[src/rtl/ip_header_gen_pkg.sv]
// ip_header_gen_pkg: shared states, header constants and checksum fold helper
package ip_header_gen_pkg;
  typedef enum logic [1:0] {IDLE, CALC, SEND} state_t;
  localparam logic [7:0]  VER_IHL     = 8'h45;
  localparam int          HDR_BYTES   = 20;
  localparam int          HDR_WORDS   = 10;
  localparam logic [15:0] MAX_PAYLOAD = 16'd65515;
  // Two end-around folds are enough: the first leaves at most a 1-bit carry.
  function automatic logic [15:0] csum_fold(input logic [19:0] v);
    logic [19:0] f;
    f = {4'b0, v[15:0]} + {16'b0, v[19:16]};
    return f[15:0] + {12'b0, f[19:16]};
  endfunction
endpackage

[src/rtl/ip_header_gen_if.sv]
// ip_header_gen_if: request fields plus the header byte stream
interface ip_header_gen_if;
  logic        start;
  logic [15:0] payload_len;
  logic [31:0] src_ip;
  logic [31:0] dst_ip;
  logic        busy;
  logic        err;
  logic [7:0]  out_data;
  logic        out_valid;
  logic        out_ready;
  logic        out_last;
  modport master (output start, payload_len, src_ip, dst_ip, out_ready,
                  input busy, err, out_data, out_valid, out_last);
  modport slave (input start, payload_len, src_ip, dst_ip, out_ready,
                 output busy, err, out_data, out_valid, out_last);
endinterface

[src/rtl/ip_header_gen_csum_acc.sv]
// ip_header_gen_csum_acc: ones'-complement checksum accumulator (clear, add, fold/invert)
module ip_header_gen_csum_acc
  import ip_header_gen_pkg::*;
(
  input  logic        clk,
  input  logic        rst,
  input  logic        clr_i,
  input  logic        add_i,
  input  logic        fin_i,
  input  logic [15:0] word_i,
  output logic [15:0] csum_o
);
  logic [19:0] acc_q, acc_d;
  logic [15:0] csum_q;
  assign acc_d  = acc_q + {4'b0, word_i};
  assign csum_o = csum_q;
  always_ff @(posedge clk or posedge rst)
    if (rst) begin
      acc_q  <= '0;
      csum_q <= '0;
    end else if (clr_i) begin
      acc_q <= '0;
    end else if (add_i) begin
      acc_q <= acc_d;
      if (fin_i) csum_q <= ~csum_fold(acc_d);
    end
endmodule

[src/rtl/ip_header_gen.sv]
// ip_header_gen: IPv4 header generator, sequential checksum then 20-byte MSB-first stream
module ip_header_gen
  import ip_header_gen_pkg::*;
#(
  parameter logic [7:0]  TTL       = 8'h40,
  parameter logic [7:0]  PROTOCOL  = 8'h11,
  parameter logic [7:0]  TOS       = 8'h00,
  parameter bit          DONT_FRAG = 1'b1,
  parameter logic [15:0] ID_INIT   = 16'h0000
) (
  input logic           clk,
  input logic           rst,
  ip_header_gen_if.slave bus
);
  state_t      state_q;
  logic [3:0]  cnt_q;
  logic [4:0]  idx_q, idx_d;
  logic [15:0] id_q, len_q, flags, csum, word;
  logic [31:0] src_q, dst_q;
  logic        busy_q, err_q, valid_q, last_q, accept, fin;
  logic [7:0]  data_q;
  logic [7:0]  hdr [HDR_BYTES];
  assign flags  = DONT_FRAG ? 16'h4000 : 16'h0000;
  assign accept = state_q == IDLE && bus.start && bus.payload_len <= MAX_PAYLOAD;
  assign fin    = state_q == CALC && cnt_q == 4'(HDR_WORDS - 1);
  assign idx_d  = idx_q + 5'd1;
  // Checksum word slot (word 5) contributes zero while summing.
  assign word   = cnt_q == 4'd5 ? 16'h0000 : {hdr[{cnt_q, 1'b0}], hdr[{cnt_q, 1'b1}]};
  always_comb
    hdr = '{VER_IHL, TOS, len_q[15:8], len_q[7:0], id_q[15:8], id_q[7:0],
            flags[15:8], flags[7:0], TTL, PROTOCOL, csum[15:8], csum[7:0],
            src_q[31:24], src_q[23:16], src_q[15:8], src_q[7:0],
            dst_q[31:24], dst_q[23:16], dst_q[15:8], dst_q[7:0]};
  ip_header_gen_csum_acc u_csum (
    .clk    (clk),
    .rst    (rst),
    .clr_i  (accept),
    .add_i  (state_q == CALC),
    .fin_i  (fin),
    .word_i (word),
    .csum_o (csum)
  );
  always_ff @(posedge clk or posedge rst)
    if (rst) begin
      state_q <= IDLE;
      cnt_q   <= '0;
      idx_q   <= '0;
      id_q    <= ID_INIT;
      len_q   <= '0;
      src_q   <= '0;
      dst_q   <= '0;
      busy_q  <= 1'b0;
      err_q   <= 1'b0;
      valid_q <= 1'b0;
      last_q  <= 1'b0;
      data_q  <= '0;
    end else begin
      err_q <= state_q == IDLE && bus.start && bus.payload_len > MAX_PAYLOAD;
      case (state_q)
        IDLE: if (accept) begin
          len_q   <= bus.payload_len + 16'd20;
          src_q   <= bus.src_ip;
          dst_q   <= bus.dst_ip;
          busy_q  <= 1'b1;
          cnt_q   <= '0;
          state_q <= CALC;
        end
        CALC: begin
          cnt_q <= cnt_q + 4'd1;
          if (fin) begin
            idx_q   <= '0;
            state_q <= SEND;
          end
        end
        SEND: if (!valid_q) begin
          valid_q <= 1'b1;
          data_q  <= hdr[0];
        end else if (bus.out_ready) begin
          if (last_q) begin
            valid_q <= 1'b0;
            last_q  <= 1'b0;
            busy_q  <= 1'b0;
            id_q    <= id_q + 16'd1;
            state_q <= IDLE;
          end else begin
            idx_q  <= idx_d;
            data_q <= hdr[idx_d];
            last_q <= idx_d == 5'(HDR_BYTES - 1);
          end
        end
        default: state_q <= IDLE;
      endcase
    end
  assign bus.busy      = busy_q;
  assign bus.err       = err_q;
  assign bus.out_data  = data_q;
  assign bus.out_valid = valid_q;
  assign bus.out_last  = last_q;
endmodule

[src/flat_wrapper.sv]
// flat-port wrapper written by rule: the top's interface ports become plain ports
module ip_header_gen_flat import ip_header_gen_pkg::*;
#(
  parameter logic [7:0]  TTL       = 8'h40,
  parameter logic [7:0]  PROTOCOL  = 8'h11,
  parameter logic [7:0]  TOS       = 8'h00,
  parameter bit          DONT_FRAG = 1'b1,
  parameter logic [15:0] ID_INIT   = 16'h0000
)
  (clk, rst, bus_start, bus_payload_len, bus_src_ip, bus_dst_ip, bus_out_ready, bus_busy, bus_err, bus_out_data, bus_out_valid, bus_out_last);
  ip_header_gen_if bus_i ();
  input logic clk;
  input logic rst;
  input wire logic [$bits(bus_i.start)-1:0] bus_start;
  input wire logic [$bits(bus_i.payload_len)-1:0] bus_payload_len;
  input wire logic [$bits(bus_i.src_ip)-1:0] bus_src_ip;
  input wire logic [$bits(bus_i.dst_ip)-1:0] bus_dst_ip;
  input wire logic [$bits(bus_i.out_ready)-1:0] bus_out_ready;
  output wire logic [$bits(bus_i.busy)-1:0] bus_busy;
  output wire logic [$bits(bus_i.err)-1:0] bus_err;
  output wire logic [$bits(bus_i.out_data)-1:0] bus_out_data;
  output wire logic [$bits(bus_i.out_valid)-1:0] bus_out_valid;
  output wire logic [$bits(bus_i.out_last)-1:0] bus_out_last;
  assign bus_i.start = bus_start;
  assign bus_i.payload_len = bus_payload_len;
  assign bus_i.src_ip = bus_src_ip;
  assign bus_i.dst_ip = bus_dst_ip;
  assign bus_i.out_ready = bus_out_ready;
  assign bus_busy = bus_i.busy;
  assign bus_err = bus_i.err;
  assign bus_out_data = bus_i.out_data;
  assign bus_out_valid = bus_i.out_valid;
  assign bus_out_last = bus_i.out_last;
  ip_header_gen #(.TTL(TTL), .PROTOCOL(PROTOCOL), .TOS(TOS), .DONT_FRAG(DONT_FRAG), .ID_INIT(ID_INIT)) u_core (.clk(clk), .rst(rst), .bus(bus_i));
endmodule
[config.mk]
export PLATFORM = sky130hd
export DESIGN_NAME = ip_header_gen_flat
export DESIGN_NICKNAME = d
export VERILOG_FILES = /design/src/rtl/ip_header_gen_pkg.sv /design/src/rtl/ip_header_gen_if.sv /design/src/rtl/ip_header_gen_csum_acc.sv /design/src/rtl/ip_header_gen.sv /design/src/flat_wrapper.sv
export SDC_FILE = /design/constraint.sdc
export NUM_CORES = 1
export LEC_CHECK = 0
export ABC_AREA = 1
export CAP_MARGIN = 20
export CORE_MARGIN = 3
export CORE_UTILIZATION = 55
export CTS_CLUSTER_DIAMETER = 40
export DETAILED_ROUTE_END_ITERATION = 6
export GPL_ROUTABILITY_DRIVEN = 0
export HOLD_SLACK_MARGIN = 0.02
export PLACE_DENSITY = 0.77
export SLEW_MARGIN = 20
export SYNTH_ARGS = -nofsm -noshare
export SYNTH_HDL_FRONTEND = slang
export SYNTH_SLANG_ARGS = --single-unit
[constraint.sdc]
create_clock -name clk -period 12.3 [get_ports clk]
set_clock_uncertainty 0.15 [all_clocks]
set_input_delay 2.46 -clock clk [delete_from_list [all_inputs] [get_ports clk]]
set_output_delay 2.46 -clock clk [all_outputs]
set_load 0.02 [all_outputs]
==> impl_metrics.tcl, run 1 <==
set metrics [dict create \
    slew_violations 0 \
    slowest_delay_ns 0.86 \
    startpoint_type "flip-flop" \
    cts.sinks 155 \
    ys_seq_area_frac 0.383 \
    setup_tns_ns 0 \
    cts_resized 0 \
    antenna_found_initial 0 \
    worst_hold_path_type "flip-flop to flip-flop" \
    syn-num-nets 1525 \
    grt_overflow 0 \
    post-route-util 0.654 \
    cp.required_ns 12.47 \
    synthToLayoutAreaGrowth_pct 16.2 \
    hpwl_mm 23.8 \
    synthCells 1411 \
    vias 10300 \
    critPathMaxFanout 43 \
    holdWs_ns 0.346 \
    grt_pass1_vias 9577 \
    track_usage 0.319 \
    hold_buffers 0 \
    worst_path_dominant_cell_family "simple AND/OR/NAND/NOR gates" \
    ys_warn_count 0 \
    h-tree-depth 4 \
    yosysUniqueCellTypes 52 \
    drc 20 \
    final_nets 1592 \
    synth-main-ff-cell "dfrtp_1" \
    violations "design-rule violations" \
    layout_common_cells "nand2_1, o21ai_0, inv_1" \
    postRouteAntennaNets 0 \
    viasPerCell 6.01 \
    worst_slack_ns 5.14 \
    endpoint_kind "flip-flop" \
    final_common_cell "nand2_1" \
    ys_ff_latch 155 \
    drt-pass1-iter-count 7 \
    setup_viol 0 \
    grt_pass1_wl_mm 50.4 \
    cts_made_buffers 17 \
    core_um2 18000 \
    worst_slew_pin_slew_ns 1.07 \
    cts_tree "built" \
    postSynthAreaPerCell_um2 7.19 \
    maxCapViolations 0 \
    dieArea_um2 20100 \
    slew_headroom 0.290 \
    placementRows 49 \
    fmax_ghz 0.140 \
    clkTransAtPathRegs_ns 0.07 \
    antennaDiodeCount 0 \
    post-place-ws_ns 5.41 \
    grt_max_degree 117 \
    die_w_um 142 \
    post_cts_buffers 0 \
    syn_area_um2 10100 \
    clock-root-buffer "clkbuf_16" \
    status "finished with violations" \
    cp.arrival_ns 7.33 \
    start_util 0.563 \
    wire_per_inst_um 18.4 \
    die_y_um 142 \
    slowest_stage "dfrtp_1" \
    pin_count 96 \
    finalHoldViolCount 0 \
    numPortBuffers 95 \
    drt_iter0_markers 1260 \
    cpMostUsedCell "nand2_1" \
    clk_latency_ns 0.44 \
    min_period_ns 7.16 \
    layout-drive-gt1-share 0.0677 \
    period_share 0.582 \
    drt_wl_total_mm 31.6 \
    path_class "flip-flop to flip-flop" \
    rsz0062_at_grt "no" \
    crit_buf_inv 3 \
    async_flop_share 1.00 \
    cts_max_path_buffers 2 \
    synth_edf_count 0 \
]
-- sequential cells by signal (all words and copies together), names as in the netlist --
| register | cells |
|---|---|
| u_core.bus.busy | 1 |
| u_core.id_q | 16 |
| u_core.u_csum.csum_o | 16 |
| u_core.state_q | 2 |
| u_core.bus.out_last | 1 |
| u_core.src_q | 32 |
| u_core.bus.out_data | 8 |
| u_core.u_csum.acc_q | 20 |
| u_core.bus.err | 1 |
| u_core.idx_q | 5 |
| u_core.cnt_q | 4 |
| u_core.bus.out_valid | 1 |
| u_core.len_q | 16 |
| u_core.dst_q | 32 |
-- cells in the mapped netlist (all sizes together) (2+ instances only) --
| master | count | area share |
|---|---|---|
| a211oi | 5 | 0.0037 |
| a21o | 4 | 0.0030 |
| a21oi | 86 | 0.042 |
| a221oi | 2 | 0.0017 |
| a22oi | 9 | 0.0067 |
| a31oi | 10 | 0.0062 |
| a32o | 2 | 0.0020 |
| a32oi | 2 | 0.0017 |
| and2 | 2 | 0.0012 |
| buf | 5 | 0.0027 |
| clkbuf | 49 | 0.018 |
| clkinv | 6 | 0.0022 |
| dfrtp | 155 | 0.38 |
| fa | 2 | 0.0039 |
| ha | 28 | 0.035 |
| inv | 172 | 0.064 |
| nand2 | 374 | 0.14 |
| nand3 | 83 | 0.044 |
| nand3b | 5 | 0.0037 |
| nand4 | 12 | 0.0080 |
| nor2 | 111 | 0.047 |
| nor3 | 6 | 0.0035 |
| nor4 | 5 | 0.0031 |
| o2111ai | 2 | 0.0017 |
| o211ai | 8 | 0.0064 |
| o21ai | 175 | 0.087 |
| o221ai | 16 | 0.014 |
| o22ai | 17 | 0.010 |
| o311ai | 9 | 0.0078 |
| or2 | 5 | 0.0031 |
| xnor2 | 8 | 0.0077 |
| xor2 | 31 | 0.029 |
-- logic make-up (layout without fill, tap and decap cells) --
| kind of cell | Yosys count | count (layout) | share of synthesized area |
|---|---|---|---|
| fa+ha+maj | 30 | 30 | 0.0385 |
| flops | 155 | 155 | 0.383 |
| xor+xnor | 39 | 39 | 0.0366 |
| compound gates | 351 | 351 | 0.197 |
| simple gates | 604 | 604 | 0.258 |
| buf+inv | 232 | 312 | 0.0867 |
-- layer usage --
layer / track usage / part of all wire / vias to the layer above
met5: 0 / 0 / -
met4: 0.121 / 0.045 / 0
met3: 0.0832 / 0.12 / 144
met2: 0.482 / 0.44 / 591
met1: 0.442 / 0.40 / 4770
li1: - / - / 4824
-- per-stage QoR --
| stage | cells | area (µm²) |
|---|---|---|
| 2_1_floorplan | 1411 | 10100 |
| 3_5_place_dp | 1688 | 11200 |
| 4_1_cts | 1720 | 11800 |
| 6_report | 1720 | 11800 |
| 3_3_place_gp | 1688 | 11200 |
| 5_1_grt | 1720 | 11800 |
-- layout make-up --
class                   count  area, µm²
fillers                  1619       6240
multi-input cells        1024       5380
flip-flops and latches    155       3880
repair buffers            102       1010
inverters                 178        674
clock buffers              19        443
well taps                 229        287
clock inverters            13        110
-- worst paths after layout --
kind | from | slack [ns] | cells after the start | to
setup / recovery | u_core.cnt_q[2]$_DFFE_PP0P_ | 5.14 | 37 | u_core.u_csum.csum_o[14]$_DFFE_PP0P_
hold / removal | u_core.bus.out_data[7]$_DFFE_PP0P_ | 0.35 | 2 | u_core.bus.out_data[7]$_DFFE_PP0P_
setup reg to reg | u_core.cnt_q[2]$_DFFE_PP0P_ | 5.14 | 37 | u_core.u_csum.csum_o[14]$_DFFE_PP0P_
hold reg to reg | u_core.bus.out_data[7]$_DFFE_PP0P_ | 0.35 | 2 | u_core.bus.out_data[7]$_DFFE_PP0P_
max in group asynchronous | rst | 8.46 | 3 | u_core.dst_q[5]$_DFFE_PP0P_
min in group asynchronous | rst | 2.35 | 2 | u_core.id_q[8]$_DFFE_PP0P_
-- worst reg2reg max path: cells and delay by family (launching register included) --
kind,cells,cell delay [ns]
compound gates,5,0.91
xor+xnor,1,0.20
fa+ha+maj,4,1.16
buf+inv,3,0.59
flops,1,0.86
simple gates,24,3.21
Power of run 1 is not shown: default switching activity piles up to over one toggle a cycle in this logic, so the estimate is an artifact.
==> inputs of run 2 (changes only) <==
- clock period: 12.3 -> 7.5 ns (I/O delays scaled with it)
==> impl_metrics.tcl, run 2 (synthesis gave the netlist of run 1 again) <==
set metrics [dict create \
    status "finished, final reports clean" \
    stdcell_count 1721 \
    antenna_found_initial 0 \
    cp.arrival_ns 6.93 \
    cts_max_path_buffers 2 \
    pin_count 96 \
    grt_pass1_vias 9307 \
    drt_wl_total_mm 31.7 \
    slowest_delay_ns 0.57 \
    h-tree-depth 4 \
    viasPerCell 5.92 \
    worst_hold_path_type "flip-flop to flip-flop" \
    vias 10200 \
    r2r.worst_path.cells 36 \
    clk_latency_ns 0.43 \
    cts_tree "built" \
    track_usage 0.314 \
    numPortBuffers 95 \
    r2r_start "u_core.cnt_q[2]$_DFFE_PP0P_" \
    postRouteAntennaNets 0 \
    grt_pass1_wl_mm 49.4 \
    largestRegisters "u_core.dst_q x32, u_core.src_q x32, u_core.u_csum.acc_q x20" \
    startpoint_type "flip-flop" \
    cp.required_ns 7.67 \
    post_cts_buffers 0 \
    period_share 0.901 \
    r2r_end "u_core.u_csum.csum_o[14]$_DFFE_PP0P_" \
    setup_tns_ns 0 \
    die_y_um 142 \
    drt_iter0_markers 1150 \
    fmax_ghz 0.148 \
    finalHoldViolCount 0 \
    placementRows 49 \
    slowest_stage "dfrtp_2" \
    cp-endpoint "u_core.u_csum.csum_o[14]$_DFFE_PP0P_" \
    slew_violations 0 \
    hpwl_mm 24.0 \
    rsz0062_at_grt "no" \
    worstSetupStartpoint "u_core.cnt_q[2]$_DFFE_PP0P_" \
    antennaDiodeCount 0 \
    grt_overflow 0 \
    path_class "flip-flop to flip-flop" \
    critPathMaxFanout 43 \
    min_path_cells 1 \
    clkTransAtPathRegs_ns 0.06 \
    worst_slew_pin_slew_ns 0.832 \
    layout_common_cells "nand2_1, o21ai_0, inv_1" \
    drc 0 \
    clock-root-buffer "clkbuf_16" \
    hold_buffers 0 \
    drt-pass1-iter-count 7 \
    start_util 0.563 \
    slew_headroom 0.445 \
    endpoint_kind "flip-flop" \
    cts.sinks 155 \
    final_nets 1595 \
    dp.cells 1691 \
    place_area_um2 11200 \
    setup_viol 0 \
    core_um2 18000 \
    synthToLayoutAreaGrowth_pct 16.7 \
    r2r_slack_ns 0.74 \
    wire_per_inst_um 18.4 \
    final_common_cell "nand2_1" \
    final_area_um2 11800 \
    cts_made_buffers 17 \
    layout-drive-gt1-share 0.0677 \
    maxCapViolations 0 \
    grt_max_degree 90 \
    dieArea_um2 20100 \
    die_w_um 142 \
    min_period_ns 6.76 \
]
[run 2: repair_timing]
action | in CTS | in global routing
gates resized for setup | 0 | 2
hold endpoints to repair | 0 | 0
endpoints found under the setup margin | 0 | 7
[run 2: how the worst min path moves through the flow]
stage | start | endpoint | slack [ns]
finish | u_core.bus.out_data[5]$_DFFE_PP0P_ | u_core.bus.out_data[5]$_DFFE_PP0P_ | 0.34
global route | u_core.bus.out_data[5]$_DFFE_PP0P_ | u_core.bus.out_data[5]$_DFFE_PP0P_ | 0.36
CTS | u_core.bus.out_data[5]$_DFFE_PP0P_ | u_core.bus.out_data[5]$_DFFE_PP0P_ | 0.34
detailed placement | u_core.bus.out_data[5]$_DFFE_PP0P_ | u_core.bus.out_data[5]$_DFFE_PP0P_ | 0.33
global placement | u_core.bus.out_data[3]$_DFFE_PP0P_ | u_core.bus.out_data[3]$_DFFE_PP0P_ | 0.32
floorplan | u_core.len_q[2]$_DFFE_PP0P_ | u_core.len_q[2]$_DFFE_PP0P_ | 0.30
[run 2: worst max-delay path, delay by kind of cell, from the launching register on]
kind	cells	cell delay, ns
adders and majority gates	4	1.16
DFF	1	0.57
xor gates and xnor gates	1	0.20
buffers and inverters	3	0.63
and+or+nand+nor	19	2.65
AOI/OAI and AO/OA	9	1.30
[run 2: per-layer routing]
metal,share of wire,global-route usage,vias up
met3,0.10,0.0745,109
li1,-,-,4822
met1,0.42,0.439,4682
met5,0.00066,0,-
met2,0.43,0.477,578
met4,0.037,0.116,2
[run 2: cell type report]
class,instances,area (µm²)
clock buffer,20,437
clock inverter,10,144
fill,1577,6200
inverter,178,674
multi-input combinational,1024,5380
sequential,155,3880
tap,229,287
timing repair buffer,105,1030
[run 2: metrics by stage]
step	hold WS, ns	setup WS, ns	utilization
floorplan	0.303	1.67	-
global placement	0.321	0.919	0.624
detailed placement	0.325	0.699	0.624
CTS	0.340	0.591	0.656
global route	0.360	0.0257	0.656
finish	0.336	0.740	0.656
Power of run 2 is left out for the same reason.
